$ cat config.mk
export PLATFORM = sky130hd
export DESIGN_NAME = usb_txn_sequencer
export DESIGN_NICKNAME = d
export VERILOG_FILES = /design/src/rtl/usb_pkg.sv /design/src/rtl/txn_timeout_timer.sv /design/src/rtl/usb_txn_sequencer.sv
export SDC_FILE = /design/constraint.sdc
export NUM_CORES = 1
export LEC_CHECK = 0
export BUFFER_PORTS_ARGS = -buffer_cell sky130_fd_sc_hd__buf_4
export CORE_MARGIN = 5
export CORE_UTILIZATION = 40
export CTS_CLUSTER_DIAMETER = 150
export DETAILED_ROUTE_END_ITERATION = 7
export GPL_TIMING_DRIVEN = 0
export PLACE_DENSITY = 0.67
export SLEW_MARGIN = 20
export SYNTH_ARGS = -nofsm -noshare
export SYNTH_HDL_FRONTEND = slang
export SYNTH_SLANG_ARGS = --single-unit
$ cat constraint.sdc
create_clock -name clk -period 4.4 [get_ports clk]
set_clock_uncertainty 0.15 [all_clocks]
set_input_delay 0 -clock clk [delete_from_list [all_inputs] [get_ports clk]]
set_output_delay 0 -clock clk [all_outputs]
set_load 0.02 [all_outputs]
$ cat src/rtl/usb_pkg.sv
// Shared USB host-sequencer definitions: PIDs, FSM state codes and counter widths.
// Pure declarations; no logic, no latency, no flow control.
package usb_pkg;

  localparam logic [3:0] PID_OUT   = 4'b0001;
  localparam logic [3:0] PID_IN    = 4'b1001;
  localparam logic [3:0] PID_DATA0 = 4'b0011;
  localparam logic [3:0] PID_ACK   = 4'b0010;
  localparam logic [3:0] PID_NAK   = 4'b1010;

  localparam int RETRY_W = 4;
  localparam int TMO_W   = 8;

  localparam logic [2:0] ST_IDLE         = 3'd0;
  localparam logic [2:0] ST_TOKEN        = 3'd1;
  localparam logic [2:0] ST_OUT_DATA     = 3'd2;
  localparam logic [2:0] ST_OUT_WAIT_HS  = 3'd3;
  localparam logic [2:0] ST_IN_WAIT_DATA = 3'd4;
  localparam logic [2:0] ST_IN_HS        = 3'd5;
  localparam logic [2:0] ST_FINISH       = 3'd6;

  function automatic logic is_wait_state(input logic [2:0] st);
    return (st == ST_OUT_WAIT_HS) || (st == ST_IN_WAIT_DATA);
  endfunction

endpackage

$ cat src/rtl/txn_timeout_timer.sv
// Wait-state watchdog: expired is combinational on the count, high in the TIMEOUT_CYCLES-th enabled cycle after clr.
// No backpressure; clr wins over en, and the count parks at its last value.
module txn_timeout_timer
  import usb_pkg::*;
#(
  parameter int TIMEOUT_CYCLES = 255
) (
  input  logic clk,
  input  logic rst_b,
  input  logic clr,
  input  logic en,
  output logic expired
);

  localparam logic [TMO_W-1:0] LAST = TMO_W'(TIMEOUT_CYCLES - 1);

  logic [TMO_W-1:0] cnt;

  always_ff @(posedge clk or negedge rst_b) begin
    if (!rst_b) begin
      cnt <= '0;
    end else if (clr) begin
      cnt <= '0;
    end else if (en && (cnt != LAST)) begin
      cnt <= cnt + 1'b1;
    end
  end

  assign expired = en && (cnt == LAST);

endmodule

$ cat src/rtl/usb_txn_sequencer.sv
// Host USB transaction FSM: token, DATA0/handshake via encoder, decoder waits with timeout and bounded retry.
// enc_req is registered one cycle after the deciding event; the encoder throttles progress through enc_done.
module usb_txn_sequencer
  import usb_pkg::*;
#(
  parameter int TIMEOUT_CYCLES = 255,
  parameter int MAX_RETRY      = 8
) (
  input  logic                 clk,
  input  logic                 rst_b,
  input  logic                 txn_start,
  input  logic                 txn_is_in,
  output logic                 busy,
  output logic                 txn_done,
  output logic                 txn_ok,
  output logic [RETRY_W-1:0]   txn_retries,
  output logic                 enc_req,
  output logic [3:0]           enc_pid,
  input  logic                 enc_done,
  input  logic                 dec_pkt_avail,
  input  logic                 dec_valid,
  input  logic [3:0]           dec_pid
);

  logic [2:0]         state, state_nxt;
  logic               is_in_q;
  logic               ok_pend, ok_pend_nxt;
  logic [RETRY_W-1:0] retry_cnt, retry_nxt, retry_inc;
  logic               at_limit;
  logic               req_nxt;
  logic [3:0]         pid_nxt;
  logic               fin_ok;
  logic               tmr_clr, tmr_expired;

  assign retry_inc = retry_cnt + 1'b1;
  assign at_limit  = (retry_inc == RETRY_W'(MAX_RETRY));

  always_comb begin
    state_nxt   = state;
    req_nxt     = 1'b0;
    pid_nxt     = enc_pid;
    tmr_clr     = 1'b0;
    fin_ok      = 1'b0;
    retry_nxt   = retry_cnt;
    ok_pend_nxt = ok_pend;
    case (state)
      ST_IDLE: if (txn_start) begin
        state_nxt   = ST_TOKEN;
        req_nxt     = 1'b1;
        pid_nxt     = txn_is_in ? PID_IN : PID_OUT;
        retry_nxt   = '0;
        ok_pend_nxt = 1'b0;
      end
      ST_TOKEN: if (enc_done) begin
        if (is_in_q) begin
          state_nxt = ST_IN_WAIT_DATA;
          tmr_clr   = 1'b1;
        end else begin
          state_nxt = ST_OUT_DATA;
          req_nxt   = 1'b1;
          pid_nxt   = PID_DATA0;
        end
      end
      ST_OUT_DATA: if (enc_done) begin
        state_nxt = ST_OUT_WAIT_HS;
        tmr_clr   = 1'b1;
      end
      ST_OUT_WAIT_HS: begin
        // a packet in the expiry cycle is judged on its own merits, not as a timeout
        if (dec_pkt_avail && dec_valid && (dec_pid == PID_ACK)) begin
          state_nxt = ST_FINISH;
          fin_ok    = 1'b1;
        end else if (dec_pkt_avail || tmr_expired) begin
          retry_nxt = retry_inc;
          if (at_limit) begin
            state_nxt = ST_FINISH;
          end else begin
            state_nxt = ST_OUT_DATA;
            req_nxt   = 1'b1;
            pid_nxt   = PID_DATA0;
          end
        end
      end
      ST_IN_WAIT_DATA: begin
        if (dec_pkt_avail && dec_valid && (dec_pid == PID_DATA0)) begin
          state_nxt   = ST_IN_HS;
          req_nxt     = 1'b1;
          pid_nxt     = PID_ACK;
          ok_pend_nxt = 1'b1;
        end else if (dec_pkt_avail) begin
          retry_nxt = retry_inc;
          if (at_limit) begin
            state_nxt = ST_FINISH;
          end else begin
            state_nxt = ST_IN_HS;
            req_nxt   = 1'b1;
            pid_nxt   = PID_NAK;
          end
        end else if (tmr_expired) begin
          retry_nxt = retry_inc;
          if (at_limit) begin
            state_nxt = ST_FINISH;
          end else begin
            tmr_clr = 1'b1;
          end
        end
      end
      ST_IN_HS: if (enc_done) begin
        if (ok_pend) begin
          state_nxt = ST_FINISH;
          fin_ok    = 1'b1;
        end else begin
          state_nxt = ST_IN_WAIT_DATA;
          tmr_clr   = 1'b1;
        end
      end
      ST_FINISH: state_nxt = ST_IDLE;
      default:   state_nxt = ST_IDLE;
    endcase
  end

  always_ff @(posedge clk or negedge rst_b) begin
    if (!rst_b) begin
      state       <= ST_IDLE;
      is_in_q     <= 1'b0;
      ok_pend     <= 1'b0;
      retry_cnt   <= '0;
      enc_req     <= 1'b0;
      enc_pid     <= 4'd0;
      txn_ok      <= 1'b0;
      txn_retries <= '0;
    end else begin
      state     <= state_nxt;
      ok_pend   <= ok_pend_nxt;
      retry_cnt <= retry_nxt;
      enc_req   <= req_nxt;
      enc_pid   <= pid_nxt;
      if ((state == ST_IDLE) && txn_start) begin
        is_in_q     <= txn_is_in;
        txn_ok      <= 1'b0;
        txn_retries <= '0;
      end
      if ((state_nxt == ST_FINISH) && (state != ST_FINISH)) begin
        txn_ok      <= fin_ok;
        txn_retries <= retry_nxt;
      end
    end
  end

  assign busy     = (state != ST_IDLE);
  assign txn_done = (state == ST_FINISH);

  txn_timeout_timer #(
    .TIMEOUT_CYCLES (TIMEOUT_CYCLES)
  ) u_timer (
    .clk     (clk),
    .rst_b   (rst_b),
    .clr     (tmr_clr),
    .en      (is_wait_state(state)),
    .expired (tmr_expired)
  );

endmodule
# --- Word level (Yosys, flattened, before mapping) ---
# Index checks and enable logic that the tools add are counted.
totals:
  regBits: 27
  elab_cells: 114
op_classes:
  n_addsub: 2
  n_eq_ne: 22
  mux: 64
  reduce_logical: 17
ops:
  columns: ["cell", "n"]
  rows:
  - ["$mux W4", 18]
  - ["$mux W3", 12]
  - ["$mux W1", 23]
  - ["$pmux W3 S6", 1]
  - ["$mux W8", 2]
  - ["$pmux W4 S4", 1]
  - ["$ne A2 B2 Y1 const B", 7]
  - ["$eq A3 B3 Y1 const B", 4]
  - ["$pmux W4 S3", 1]
  - ["$ne A3 B3 Y1 const B", 3]
  - ["$reduce_and A9 Y1", 1]
  - ["$add A8 B1 Y8 const B", 1]
  - ["$eq A4 B2 Y1 const B", 2]
  - ["$eq A8 B8 Y1 const B", 1]
  - ["$ne A8 B8 Y1 const B", 1]
  - ["$pmux W1 S4", 2]
  - ["$logic_and A1 B1 Y1", 7]
  - ["$eq A3 B2 Y1 const B", 2]
  - ["$reduce_bool A2 Y1", 3]
  - ["$add A4 B1 Y4 const B", 1]
  - ["$eq A4 B4 Y1 const B", 1]
  - ["$mux W2", 2]
  - ["$pmux W1 S2", 2]
  - ["$reduce_bool A4 Y1", 1]
  - ["5 further kinds", 6]

# --- Logic depth before layout (Yosys ltp) ---
depth:
  depth_word: 10
  depth_mapped: 8

# --- Modules after synthesis ---
# From an unflattened synthesis, not the netlist that was laid out.
unflattened:
  hier_cells: 161
  hier_area_um2: 1614.0
modules_own_cells:
  columns: ["module", "n_inst", "cells_each", "area_each_um2", "seq_area_each_um2"]
  rows:
  - ["usb_txn_sequencer", 1, 114, 1114.8, 450.4]
  - ["txn_timeout_timer", 1, 47, 499.2, 200.2]

# --- Least setup slack after synthesis ---
# OpenSTA, ideal clock, no wires.
synth_path:
  path_kind: "register -> register"
  from: "register u_timer.cnt[0]"
  to: "register txn_retries[2]"
  setup_ps: 125
  arrival_ps: 1980
  required_ps: 4125
  slack_ps: 2145
  path_stages_with_launch: 9
  period_less_slack_ps: 2255
  cell_sequence: "dfrtp_1 inv_1 ha_1 and4_1 and2_2 o22a_1 and4_1 a311o_1 mux2_4"
synth_via:
  elab_cells_between_ends: 19
synth_lines:
  columns: ["item", "line_no", "source"]
  rows:
  - ["start, declared", "txn_timeout_timer.sv:17", "logic [TMO_W-1:0] cnt;"]
  - ["start signal, assigned", "txn_timeout_timer.sv:25", "cnt <= cnt + 1'b1;"]
  - ["$eq A8 B8 Y1 (*)", "txn_timeout_timer.sv:29", "assign expired = en && (cnt == LAST);"]
  - ["$logic_and A1 B1 Y1 (*)", "txn_timeout_timer.sv:29", null]
  - ["$mux W4 / $logic_or A1 B1 Y1 (equally long branches)", "usb_txn_sequencer.sv:99, usb_txn_sequencer.sv:73", null]
  - ["$mux W4 (on tied branches)", "usb_txn_sequencer.sv:90, usb_txn_sequencer.sv:73", null]
  - ["$mux W4 (on tied branches)", "usb_txn_sequencer.sv:85, usb_txn_sequencer.sv:70", null]
  - ["$pmux W4 S3 (*)", "usb_txn_sequencer.sv:46", "case (state)"]
  - ["via retry_nxt[2]", "usb_txn_sequencer.sv:28", "logic [RETRY_W-1:0] retry_cnt, retry_nxt, retry_inc;"]
  - ["$mux W4 (*)", "usb_txn_sequencer.sv:143", "if ((state_nxt == ST_FINISH) && (state != ST_FINISH)) begin"]
  - ["end signal, assigned", "usb_txn_sequencer.sv:145", "txn_retries <= retry_nxt;"]
  - ["end, declared", "usb_txn_sequencer.sv:16", "output logic [RETRY_W-1:0] txn_retries,"]
# The timed path passes the listed nets; every way through them passes the cells marked *.
# A chain may end at the register's enable or synchronous reset.

# --- Worst setup path in the final report ---
# Ends and elaborated chain as after synthesis.

==> results.yml <==
floorplanning:
  dieArea_mm2: 0.00543
  rows: 23
  ios: 23
  die_w_um: 73.7
  fp.dieH_um: 73.7
  core_area_mm2: 0.00397
  start_util_pct: 40.9
clocking:
  clockBufferDepth: 2
  clk_latency_ps: 270
  numCtsBuffers: 3
  h-tree-depth: 1
  post_cts_buffers: 0
  ctsHoldBuffers: 6
  clkSlewWorstSetupHoldPaths_ps: 90
  cts_root_buf: "clkbuf_8"
  clock_sinks: 26
  cts_tree: "built"
  cts_resized: 0
detailed_routing:
  wirelength_um: 3620
  drtIter0Drc: 68
  drc: 0
  wl_per_cell_um: 14.5
  first_pass_iters: 4
  antenna_left: 0
  viasPerCell: 5.42
  vias: 1350
cells_and_area:
  diodes: 0
  syn_to_final_growth_pct: 19.7
  fin_util_pct: 49.0
  final_cells: 249
  final_area_mm2: 0.00194
  fill_cells: 393
  drive_above_1_share_pct: 21.1
  fin_nets: 214
logic_synthesis:
  syn_inst: 170
  yosysWarnings: 0
  synth_fp_nets: 184
  ys_ff_latch: 26
  async_reset_ff_share_pct: 100
  synth_area_mm2: 0.00162
  ys.flop_type: "dfrtp_1"
  ys_types: 58
  syn_avg_cell_area_um2: 9.55
  synth_edf_count: 0
  yosysSeqAreaShare_pct: 40.1
pwr:
  ir_drop_mv: 0.191
  power_density_mw_per_mm2: 498
  power_leakage_nw: 0.850
  power_mw: 0.968
sta:
  setup_viol: 0
  finalCriticalPeriod_ps: 2420
  finalSetupTns_ps: 0
  fin_ws_ps: 1980
  max_freq_ghz: 0.413
  hold_viol_final: 0
  fin_crit_sh_pct: 55.0
  tightest_slew_ps: 657
  rsz0062_at_grt: "false"
  slew_violations: 0
  whs_ps: 15.6
  relSlewSlack_pct: 55.8
worst_setup_path:
  cp_max_fo: 6
  startpoint_type: "flip-flop"
  path_class: "flip-flop to flip-flop"
  cp-end-kind: "flip-flop"
  critPathArrivalTime_ps: 2430
  required_ps: 4410
placed_design:
  dp_cells: 239
  place_area_mm2: 0.00183
  gp_congestion: 0.816
  place_ws_ps: 1990
  dp.final_hpwl_um: 2600
  io_buffers: 19
grt:
  grt_pass1_wl_um: 6190
  antenna_found_initial: 0
  gr-total-overflow: 0
  grt_pass1_vias: 1313
  grt_max_degree: 27
  track_usage_pct: 14.6
worst_hold_path:
  hp-class: "primary input to asynchronous set/reset pin"
job:
  maxCapViolCount: 0
status:
  status: "complete, no violations"
-- flip-flops by register name, indices dropped and copies added, names as in the netlist --
register and flops:
u_timer.cnt 8, retry_cnt 4, txn_retries 4, enc_pid 3, state 3, enc_req 1, is_in_q 1, ok_pend 1
txn_ok 1
-- final cells by class --
type / instances / area, um2 / area share (%)
multi-input combinational: 130 / 910 / 46.8
sequential: 26 / 651 / 33.5
timing repair buffer: 25 / 203 / 10.4
tap: 50 / 62.6 / 3.22
clock buffer: 4 / 55.1 / 2.83
buffer: 9 / 45.0 / 2.32
inverter: 5 / 18.8 / 0.965
-- routing by layer --
layer  track usage (%)  share of wire [%]  vias up
li1                  -                  -      680
met1              20.4                 50      633
met2              22.9                 45       32
met3              2.05                4.0        5
met4              5.43                1.5        0
met5                 0                  0        -
-- synth_stat cells (4+ instances only) --
cell     count  area (um2)
a21oi_1      6        30.0
and2_1       6        37.5
dfrtp_1     26         651
inv_1        4        15.0
mux2_4       4        60.1
nand2_1     15        56.3
nand3_1      4        20.0
nand4_1      9        56.3
nor2_1      16        60.1
o21ai_1      4        20.0
xor2_1       6        52.6
-- power breakdown --
part           switching [mW]  total [mW]  internal (mW)
Combinational           0.261       0.444          0.183
Clock                  0.0772       0.157         0.0801
Sequential             0.0632       0.367          0.303
Total                   0.401       0.968          0.567
-- layout by cell type (no fill, tap or decap), drive strengths merged, types with 2 or more instances in the layout --
cell type	n
a22oi	3
dlygate4sd3	6
o21ai	7
mux2i	2
xor2	6
mux2	4
o31ai	2
ha	3
nand4	9
inv	5
and4	2
nor2	16
a2bb2oi	3
clkbuf	7
a31oi	3
dfrtp	26
a21oi	7
o22ai	2
and3	3
buf	25
nor4b	2
and2	7
nand3	4
nor3b	4
nand2b	2
nand2	16
xnor2	2
-- worst paths after layout --
path	startpoint	slack [ps]	depth (start not counted)	endpoint
min in group clk	enc_done	60	3	state[2]
worst max register to register	u_timer.cnt[0]	1980	8	txn_retries[2]
worst max-delay path	u_timer.cnt[0]	1980	8	txn_retries[2]
worst min-delay path	rst_b	20	2	enc_req
worst min register to register	enc_pid[1]	360	1	enc_pid[1]
max in group asynchronous	rst_b	3830	2	retry_cnt[3]
-- critical path, stage by stage (launching register included) --
cell     delay, ps
dfrtp_1        450
inv_1           70
ha_1           180
and4_1         220
and2_2         240
o22a_1         220
and4_1         200
a311o_1        300
mux2_4         270
-- logic make-up (layout without fill, tap and decap cells) --
| kind of cell | count (synthesis) | after routing | synth area share, % |
|---|---|---|---|
| AND/OR/NAND/NOR | 72 | 72 | 25.3 |
| flip-flops | 26 | 26 | 40.1 |
| other | 1 | 1 | 0.231 |
| XOR/XNOR | 8 | 8 | 4.31 |
| AO/OA/AOI/OAI | 40 | 40 | 19.0 |
| buffers and inverters | 14 | 43 | 3.93 |
| adder cells (fa/ha/maj) | 3 | 3 | 2.31 |
| multiplexers | 6 | 6 | 4.93 |
Power figures use the tool's default switching activity.
